<file path="config.mk">
export PLATFORM = sky130hd
export DESIGN_NAME = rgb_pwm_driver
export DESIGN_NICKNAME = d
export VERILOG_FILES = /design/src/rtl/rgb_pkg.sv /design/src/rtl/rgb_pwm_driver_channel.sv /design/src/rtl/rgb_pwm_driver.sv
export SDC_FILE = /design/constraint.sdc
export NUM_CORES = 1
export LEC_CHECK = 0
export CAP_MARGIN = 20
export CORE_MARGIN = 4
export CORE_UTILIZATION = 42
export DETAILED_ROUTE_END_ITERATION = 16
export GPL_ROUTABILITY_DRIVEN = 0
export MAX_ROUTING_LAYER = met4
export PLACE_DENSITY = 0.68
export SYNTH_ARGS = -nofsm -noshare
export SYNTH_HDL_FRONTEND = slang
export SYNTH_HIERARCHICAL = 1
export SYNTH_SLANG_ARGS = --single-unit
</file>
<file path="constraint.sdc">
create_clock -name clk -period 6.9 [get_ports clk]
set_input_delay 1.38 -clock clk [delete_from_list [all_inputs] [get_ports clk]]
set_output_delay 1.38 -clock clk [all_outputs]
set_load 0.01 [all_outputs]
</file>
<file path="src/rtl/rgb_pkg.sv">
// Shared constants and state encoding for the RGB PWM driver.
// Channel byte positions follow the packed colour word used by the upstream multiplexer.
package rgb_pkg;

   localparam logic [7:0] PWM_MAX = 8'd254;

   localparam int R_MSB = 23;
   localparam int R_LSB = 16;
   localparam int G_MSB = 15;
   localparam int G_LSB = 8;
   localparam int B_MSB = 7;
   localparam int B_LSB = 0;

   typedef enum logic {
      IDLE = 1'b0,
      RUN  = 1'b1
   } state_t;

endpackage

</file>
<file path="src/rtl/rgb_pwm_driver_channel.sv">
// One PWM colour channel: duty register loaded on a strobe, compare and output flop.
// The compare uses the counter's and duty's next values so the LED flop lines up with the period pulse.
module pwm_channel (
   input  logic       clk,
   input  logic       rst,
   input  logic       clear,
   input  logic       load,
   input  logic [7:0] din,
   input  logic [7:0] cnt_next,
   output logic       led
);

   logic [7:0] duty_r;
   logic [7:0] duty_next_s;

   // Duty value in effect after this edge
   always_comb begin
      duty_next_s = duty_r;
      if (load) begin
         duty_next_s = din;
      end else begin
         duty_next_s = duty_r;
      end
   end

   // Duty register and registered compare output
   always_ff @(posedge clk) begin
      if (rst || clear) begin
         duty_r <= 8'd0;
         led    <= 1'b0;
      end else begin
         duty_r <= duty_next_s;
         led    <= (cnt_next < duty_next_s);
      end
   end

endmodule

</file>
<file path="src/rtl/rgb_pwm_driver.sv">
// Three-channel RGB PWM driver: FSM, prescaler, shared 255-tick period counter and period pulse.
// Duties are reloaded only at period boundaries so colour changes never glitch mid-period.
module rgb_pwm_driver
   import rgb_pkg::*;
#(
   parameter int unsigned PRESCALE = 1
) (
   input  logic        clk,
   input  logic        rst,
   input  logic [23:0] colour,
   input  logic        enable,
   output logic        led_r,
   output logic        led_g,
   output logic        led_b,
   output logic        period_start
);

   localparam logic [15:0] PRE_LAST = 16'(PRESCALE - 1);

   state_t      state_r;
   state_t      state_next_s;
   logic [15:0] pre_cnt_r;
   logic [15:0] pre_next_s;
   logic [7:0]  pwm_cnt_r;
   logic [7:0]  pwm_next_s;
   logic        clear_s;
   logic        start_s;
   logic        tick_s;
   logic        wrap_s;
   logic        load_s;

   // Next state, counter updates and duty-load strobe
   always_comb begin
      clear_s      = rst | ~enable;
      start_s      = ~clear_s & (state_r == IDLE);
      tick_s       = ~clear_s & (state_r == RUN) & (pre_cnt_r == PRE_LAST);
      wrap_s       = tick_s & (pwm_cnt_r == PWM_MAX);
      load_s       = start_s | wrap_s;
      state_next_s = state_r;
      pre_next_s   = pre_cnt_r;
      pwm_next_s   = pwm_cnt_r;

      case (state_r)
         IDLE:    state_next_s = clear_s ? IDLE : RUN;
         RUN:     state_next_s = clear_s ? IDLE : RUN;
         default: state_next_s = IDLE;
      endcase

      // Disable wins over a coincident wrap, so no load happens then
      if (clear_s || start_s) begin
         pre_next_s = 16'd0;
         pwm_next_s = 8'd0;
      end else if (tick_s) begin
         pre_next_s = 16'd0;
         pwm_next_s = wrap_s ? 8'd0 : (pwm_cnt_r + 8'd1);
      end else begin
         pre_next_s = pre_cnt_r + 16'd1;
         pwm_next_s = pwm_cnt_r;
      end
   end

   // State, counters and period pulse registers
   always_ff @(posedge clk) begin
      if (rst) begin
         state_r      <= IDLE;
         pre_cnt_r    <= 16'd0;
         pwm_cnt_r    <= 8'd0;
         period_start <= 1'b0;
      end else begin
         state_r      <= state_next_s;
         pre_cnt_r    <= pre_next_s;
         pwm_cnt_r    <= pwm_next_s;
         period_start <= load_s;
      end
   end

   pwm_channel u_red (
      .clk      (clk),
      .rst      (rst),
      .clear    (clear_s),
      .load     (load_s),
      .din      (colour[R_MSB:R_LSB]),
      .cnt_next (pwm_next_s),
      .led      (led_r)
   );

   pwm_channel u_green (
      .clk      (clk),
      .rst      (rst),
      .clear    (clear_s),
      .load     (load_s),
      .din      (colour[G_MSB:G_LSB]),
      .cnt_next (pwm_next_s),
      .led      (led_g)
   );

   pwm_channel u_blue (
      .clk      (clk),
      .rst      (rst),
      .clear    (clear_s),
      .load     (load_s),
      .din      (colour[B_MSB:B_LSB]),
      .cnt_next (pwm_next_s),
      .led      (led_b)
   );

endmodule

</file>
After elaboration in Yosys (flattened, before gate mapping)
Cells that the tools add are included.

Input port bits: 27. Logic and storage cells: 36. Bits in registers: 53. Output and inout port bits: 4.

Eq/ne operators: 1. Magnitude comparators: 3. Mux-type cells: 7. Bitwise logic cells: 9. $add $sub $neg: 2. Reduce and logical (&&, ||, !) cells: 4.

Operator list (number): 8-bit 2-to-1 mux (6); 8-bit less-than comparator (3); 16-bit by 1-bit adder with 16-bit output, second input constant (1); 16-bit zero test (1); 8-bit by 1-bit adder with 8-bit output, second input constant (1); 8-bit == test, second input constant (1); 1-bit AND (4); 1-bit inverter (3); 3-bit OR reduction (1); 1-bit logical OR (2); 1-bit OR (2); 1-bit 2-to-1 mux (1).

Longest topological paths before layout
Gate-level depths: netlist of the first run.

Depth after elaboration: 10. Mapped depth: 12. Gate-level depth less buffers: 11.

By module
The synthesis of the first run kept the hierarchy.

By module, submodules not included: rgb_pwm_driver (times used 1, cells an instance 155, sequential area each 520.5 um2, area each 1333.8 um2); pwm_channel (u_blue ...) (times used 2, cells an instance 46, sequential area each 180.2 um2, area each 480.5 um2); pwm_channel (u_red) (times used 1, cells an instance 45, sequential area each 180.2 um2, area each 478.0 um2).

Worst setup path after synthesis of the first run
OpenSTA, ideal clock, no wires.

Path type: input-to-reg. From: input enable. To: register u_red.led. Stages: 9. Arrival: 3.354 ns. Data required time: 6.842 ns. Path slack: 3.488 ns. Setup time: 0.058 ns. Path buffers: 1. Cell sequence: nor2b_1 -> clkbuf_1 -> nand2_1 -> or4_1 -> o21ai_0 -> ha_1 -> a211o_1 -> a221oi_2 -> o21a_1.

Cells in the longest elaborated chain, start to end: 10. Elaborated cells on any way between the ends: 15. Those cells by class: order compare (1); mux (4); bitwise (8); reduce/logical (2).

RTL lines: start: declaration (RTL line rgb_pwm_driver.sv:11) `input logic enable,`; 1-bit inverter * (RTL line rgb_pwm_driver.sv:34) `clear_s = rst | ~enable;`; 1-bit OR * (RTL line rgb_pwm_driver.sv:34); 1-bit inverter (RTL line rgb_pwm_driver.sv:35, rgb_pwm_driver.sv:36); 1-bit AND (2 in a row) (RTL line rgb_pwm_driver.sv:36) `tick_s = ~clear_s & (state_r == RUN) & (pre_cnt_r == PRE_LAST);`; 1-bit AND (RTL line rgb_pwm_driver.sv:37) `wrap_s = tick_s & (pwm_cnt_r == PWM_MAX);`; 8-bit 2-to-1 mux (RTL line rgb_pwm_driver.sv:55) `pwm_next_s = wrap_s ? 8'd0 : (pwm_cnt_r + 8'd1);`; 8-bit 2-to-1 mux (RTL line rgb_pwm_driver.sv:53) `end else if (tick_s) begin`; 8-bit 2-to-1 mux * (RTL line rgb_pwm_driver.sv:50) `if (clear_s || start_s) begin`; via pwm_next_s[5] (RTL line rgb_pwm_driver.sv:25) `logic [7:0] pwm_next_s;`; 8-bit less-than comparator * (RTL line rgb_pwm_driver_channel.sv:33) `led <= (cnt_next < duty_next_s);`; end signal: assignment (RTL line rgb_pwm_driver_channel.sv:33); end: declaration (RTL line rgb_pwm_driver_channel.sv:10) `output logic led`.

The timed path passes the listed nets; every way through them passes the cells marked *. A chain may end at the register's enable or synchronous reset.

Final worst setup path of the first run
From: input rst. To: register u_blue.led.

Elaborated cells on any way between the ends: 14. Those cells by class: order compare (1); mux (4); bitwise (7); reduce/logical (2).

RTL lines: start: declaration (RTL line rgb_pwm_driver.sv:9) `input logic rst,`; 1-bit OR * (RTL line rgb_pwm_driver.sv:34); via clear_s (RTL line rgb_pwm_driver.sv:26) `logic clear_s;`; 1-bit inverter * (RTL line rgb_pwm_driver.sv:35, rgb_pwm_driver.sv:36); 1-bit AND (2 in a row) (RTL line rgb_pwm_driver.sv:36); 1-bit AND (RTL line rgb_pwm_driver.sv:37); 1-bit OR * (RTL line rgb_pwm_driver.sv:38) `load_s = start_s | wrap_s;`; via load_s (RTL line rgb_pwm_driver.sv:30) `logic load_s;`; 8-bit 2-to-1 mux * (RTL line rgb_pwm_driver_channel.sv:19) `if (load) begin`; 8-bit less-than comparator * (RTL line rgb_pwm_driver_channel.sv:33); end signal: assignment (RTL line rgb_pwm_driver_channel.sv:33); end: declaration (RTL line rgb_pwm_driver_channel.sv:10).

Marks and branches as above.

==> out/qor.txt, run 1 <==
P_int - 0.419 mW
Synth Warn # - 6
Asr flop ratio synth - 0
Cts-stage hold buffer count - 0
Post-CTS setup buffers - 0
Most instantiated library cell after synthesis - dfxtp_1
Syn nets - 344
Routed Antenna Nets - 0
Die height - 89.3 um
Critical path class - in -> reg
Post-Route Skew - 0.0131 ns
Drt total wl - 5570 um
First-pass DRT Iterations - 6
DP Area - 3110 um^2
Tmin final - 4.30 ns
HPWL after DPL - 4250 um
Peak supply drop - 100 uV
TritonCTS clock tree - built
Worst Tran Pin Value - 0.623 ns
Non-filler cells, final - 397
Largest net degree at the start of global routing - 17
Area growth, synth to finish - 15.7%
Synth Register Bits - 53
Ranking of synthesized cells by area - dfxtp_1 38%, ha_1 11%, mux2i_1 7.9%
Nets - 371
Drt via density - 5.39
Post-synth EDFFs - 0
Worst Hold Class - reg -> reg
Logic gate share of total power - 0.092
Post-Synth Simple-Gate Area - 0.229
Pre-CTS setup slack - 2.26 ns
1st-iter DRT viols - 63
DP Cell Count - 389
Worst-skew pair later-pin latency - 0.31 ns
Post-Route Setup TNS - 0 ns
Hold Path End - pre_cnt_r[0]
R2R cell count - 12
Synth Area in Compound Gates - 0.108
Unrepaired setup endpoints after global routing - no
Adder-Cell Fraction of Synth Area - 0.113
CTS Buf Count - 5
Max clock buf depth - 2
Synthesized area per cell - 9.50 um^2
Sequential share of the synthesized area - 0.383
Setup violators final - 0
Final Hold Viols - 0
DRC - 0
Leakage - 1.14 nW
Core area - 6390 um^2
Status - completed
First-pass GRT wire length - 9250 um
Die span in x - 89.3 um
Prevailing post-synth register cell - dfxtp_1
Largest family of logic cells by synthesized area - simple AND/OR/NAND/NOR gates
Relative slew margins - 0.584
Worst Path Max Fanout - 16
Clock root buffer - clkbuf_8
Sink Count - 53
R2r endpoint - u_blue/led
Vias - 2138
Seq pwr share - 0.568
Post-route clock period utilization - 0.623
Fin worst setup slack - 2.60 ns
Ratio of cells with drive above 1 in the final layout - 0.0875
Clk pwr share - 0.340
CP arrival - 4.54 ns
Synth cell types - 46
Final core utilization - 0.502
DR WL/cell - 14.0 um
Peak per-stage delay on the critical path - 0.50 ns
Hold path start - pre_cnt_r[0]
Worst-path clk slew - 0.09 ns
Fmax - 233 MHz
Critical path cell sequence - clkdlybuf4s50_1, nor2b_1, inv_1, nor2_2, buf_4, mux2i_1, ha_1, or3_1, o221a_1, a211oi_2
WHS - 0.486 ns
Switching portion of total power - 0.232
Initial core utilization - 0.434
R2R setup slack - 3.35 ns
Top cells by count, synth - 53 x dfxtp_1, 43 x nor2_1, 25 x ha_1, 22 x mux2i_1, 18 x a21oi_1
Total die area - 7970 um^2
Mapped Area - 2770 um^2
Post-Syn Instances - 292
Max-cap violations - 0
Slowest CP cell - clkdlybuf4s50_1
Grt ovf - 0
CP endpoint kind - register
Pwr Total - 0.546 mW
Pwr/cell area - 170 nW/um^2
Tot GR Track Use - 0.155
Mux contribution to synthesized area - 0.0894
Rows - 29
Number of buffers added on ports - 30
NetSw - 0.127 mW
Hold Path Cell Cnt - 1
Initial antenna violation count - 0
Resize count post-CTS - 0
CP startpoint kind - input port
H-tree levels - 2
Diode count - 0
R2R Path Start - pre_cnt_r[0]
Fin area - 3210 um^2
Fin. max-slew vios - 0
WP data required - 7.14 ns
Top Ports - 31
Share of the synthesized area in the top cell type - 0.383
Number of global-route vias before repair - 1996
Post-synth top area cell - dfxtp_1
Post-Synth XOR/XNOR Area - 0.0411
## cells by family after synthesis
family                     Yosys count
and+or+nand+nor                    112
DFF                                 53
AOI/OAI and AO/OA                   45
adders and majority gates           25
muxes                               24
buffers and inverters               20
xor gates and xnor gates            13
## power by group through the flow
stage	Clock (mW)	Combinational (mW)	Sequential [mW]
floorplan	0	0.0286	0.317
global placement	0	0.0498	0.317
detailed placement	0	0.0508	0.317
CTS	0.192	0.0509	0.310
global route	0.207	0.0550	0.311
finish	0.185	0.0504	0.310
## registers in the layout, summed over array words and instances (netlist names)
name            flops
u_green/led         1
u_red/duty_r        8
u_blue/duty_r       8
period_start        1
u_blue/led          1
state_r             1
pwm_cnt_r           8
u_red/led           1
pre_cnt_r          16
u_green/duty_r      8
## layer usage
metal / global-route usage / vias to the layer above / routed length [um]
met4: 0.0447 / 0 / 63
met3: 0.0304 / 5 / 158
met5: - / - / 0
li1: - / 1115 / -
met1: 0.206 / 994 / 2730
met2: 0.240 / 24 / 2620
## worst max-delay path, delay by kind of cell
family                     cells  cell delay [ns]
AOI/OAI and AO/OA              2             0.44
adders and majority gates      1             0.22
buffers and inverters          3             1.10
muxes                          1             0.15
and+or+nand+nor                3             1.24
## area by class of cell
cell class,count,area (um^2)
Timing Repair Buffer,31,308
Sequential cell,53,1060
Tap cell,77,96.3
Clock inverter,2,13.8
Multi-Input combinational cell,219,1610
Clock buffer,6,82.6
Inverter,9,33.8
Fill cell,615,3180
## cells in the final DEF, fill, tap and decap left out, drive strengths merged
cell type      count
or4                4
o221a              2
or2                3
nor3               5
a21boi             1
clkbuf             6
or3                9
o21ai              9
a211o              1
a221oi             1
nor4b              1
clkinv             2
ha                25
mux2i             24
and2               4
buf                1
nor4               4
and4               5
o211ai             3
dfxtp             53
inv                9
xor2               6
clkdlybuf4s50     30
nor2              43
or4b               1
xnor2              7
nor2b              1
nand3             12
nand4              9
o31ai              1
o21a               6
a21oi             18
nand2              8
a2bb2oi            1
and3               3
a211oi             2
## worst max path at each step
stage | end | slack [ns] | from
final | u_blue/led | 2.60 | rst
after global routing | u_blue/led | 2.41 | rst
after CTS | u_green/led | 2.59 | rst
after detailed placement | u_green/led | 2.26 | rst
after global placement | u_blue/led | 2.42 | rst
after floorplan | u_red/led | 3.49 | enable
(Power assumes the default switching activity.)
==> inputs of run 2 (changes only) <==
Clock period 6.9 ns to 4.2 ns, I/O delays scaled along.
==> run 2 against run 1 <==
Effect of this change: global-route usage shrank 0.70 points; sequential cell count unchanged; clock skew grew 0.00096 ns; hold slack lost 0.0098 ns; via count is 1.1% lower; final cell count up 0.50%; die area did not move; sequential share of layout area shrank 0.66 points; first-iteration DRC count grew 25%.
==> out/qor.txt, run 2 (synthesis results as in run 1) <==
Final core utilization - 0.513
CP startpoint kind - input port
Pwr/cell area - 306 nW/um^2
Fin. max-slew vios - 0
Sink Count - 53
Post-Route Setup TNS - 0 ns
Tmin final - 3.45 ns
Initial core utilization - 0.434
Clock root buffer - clkbuf_8
Peak supply drop - 184 uV
CP arrival - 3.72 ns
Peak per-stage delay on the critical path - 0.53 ns
Total die area - 7970 um^2
Top Ports - 31
Die span in x - 89.3 um
CTS Buf Count - 5
Resize count post-CTS - 0
HPWL after DPL - 4120 um
Initial antenna violation count - 0
Drt total wl - 5510 um
Critical path cell sequence - clkdlybuf4s50_1, nor2b_1, nand2_1, buf_4, or4_1, o21ai_0, ha_1, a211o_1, a221oi_2, o21a_1
1st-iter DRT viols - 79
Fmax - 289 MHz
Commonest cells after routing, fill and taps aside - 53 x dfxtp_1, 42 x nor2_1, 30 x clkdlybuf4s50_1
Grt ovf - 0
TritonCTS clock tree - built
First-pass GRT wire length - 8940 um
Family with the most delay on the worst path - simple AND/OR/NAND/NOR gates
Number of global-route vias before repair - 1979
Routed Antenna Nets - 0
Worst Tran Pin Value - 0.633 ns
Worst Path Max Fanout - 14
Slowest CP cell - or4_1
DR WL/cell - 13.8 um
Relative slew margins - 0.577
Max reg flops - 16
WP data required - 4.46 ns
Cts-stage hold buffer count - 0
Unrepaired setup endpoints after global routing - no
Largest net degree at the start of global routing - 17
First-pass DRT Iterations - 4
Setup violators final - 0
Worst-path clk slew - 0.10 ns
Post-Route Skew - 0.0140 ns
Rows - 29
Ratio of cells with drive above 1 in the final layout - 0.0932
Biggest register - pre_cnt_r
Worst-skew pair later-pin latency - 0.31 ns
Fin worst setup slack - 0.745 ns
DRC - 0
Diode count - 0
Number of buffers added on ports - 30
Commonest non-fill, non-tap cell in the layout - dfxtp_1
Die height - 89.3 um
WHS - 0.476 ns
Status - completed
Tot GR Track Use - 0.148
Critical path class - in -> reg
Area growth, synth to finish - 18.1%
Nets - 373
Worst Hold Class - reg -> reg
Post-CTS setup buffers - 0
Post-route clock period utilization - 0.823
Max clock buf depth - 2
Core area - 6390 um^2
H-tree levels - 2
Vias - 2114
Final Hold Viols - 0
CP endpoint kind - register
Drt via density - 5.30
Critical path buffers and inverters - 2
Leakage - 1.17 nW
Max-cap violations - 0
Pre-CTS setup slack - 0.444 ns
## run 2: changes by cell type in the layout (fill, tap and decap cells not counted)
cell       delta
clkinv_4      -1
buf_12        +1
buf_4         +1
bufinv_16     +2
clkbuf_8      -1
## run 2: layer usage
metal	global-route usage	wire, um	up-vias
li1	-	-	1109
met1	0.198	2760	964
met2	0.222	2490	34
met3	0.0286	165	7
met4	0.0541	102	0
met5	-	0	-
## run 2: final cells by class
class	instances	area, um^2
clock buffer	5	68.8
clock inverter	3	65.1
fill	573	3110
inverter	9	33.8
multi-input combinational	219	1610
sequential	53	1060
tap	77	96.3
timing repair buffer	33	335
## run 2: power breakdown
group | internal (mW) | total, mW | switching, mW
sequential | 0.507 | 0.509 | 0.00219
combinational | 0.0500 | 0.0857 | 0.0357
clock | 0.237 | 0.407 | 0.171
## run 2: through the flow
step	instances	area (um^2)	power, mW
after floorplan	292	2770	0.568
after global placement	391	3140	0.605
after detailed placement	391	3140	0.606
after CTS	399	3270	1.01
after global routing	399	3270	1.04
final	399	3270	1.00
## run 2: path summary, 6_finish.rpt
check / start / to / slack [ns] / cells past startpoint
hold reg to reg: pre_cnt_r[0] / pre_cnt_r[0] / 0.48 / 1
setup / recovery: rst / u_red/led / 0.75 / 10
hold / removal: pre_cnt_r[0] / pre_cnt_r[0] / 0.48 / 1
setup reg to reg: pre_cnt_r[0] / u_red/led / 0.96 / 12
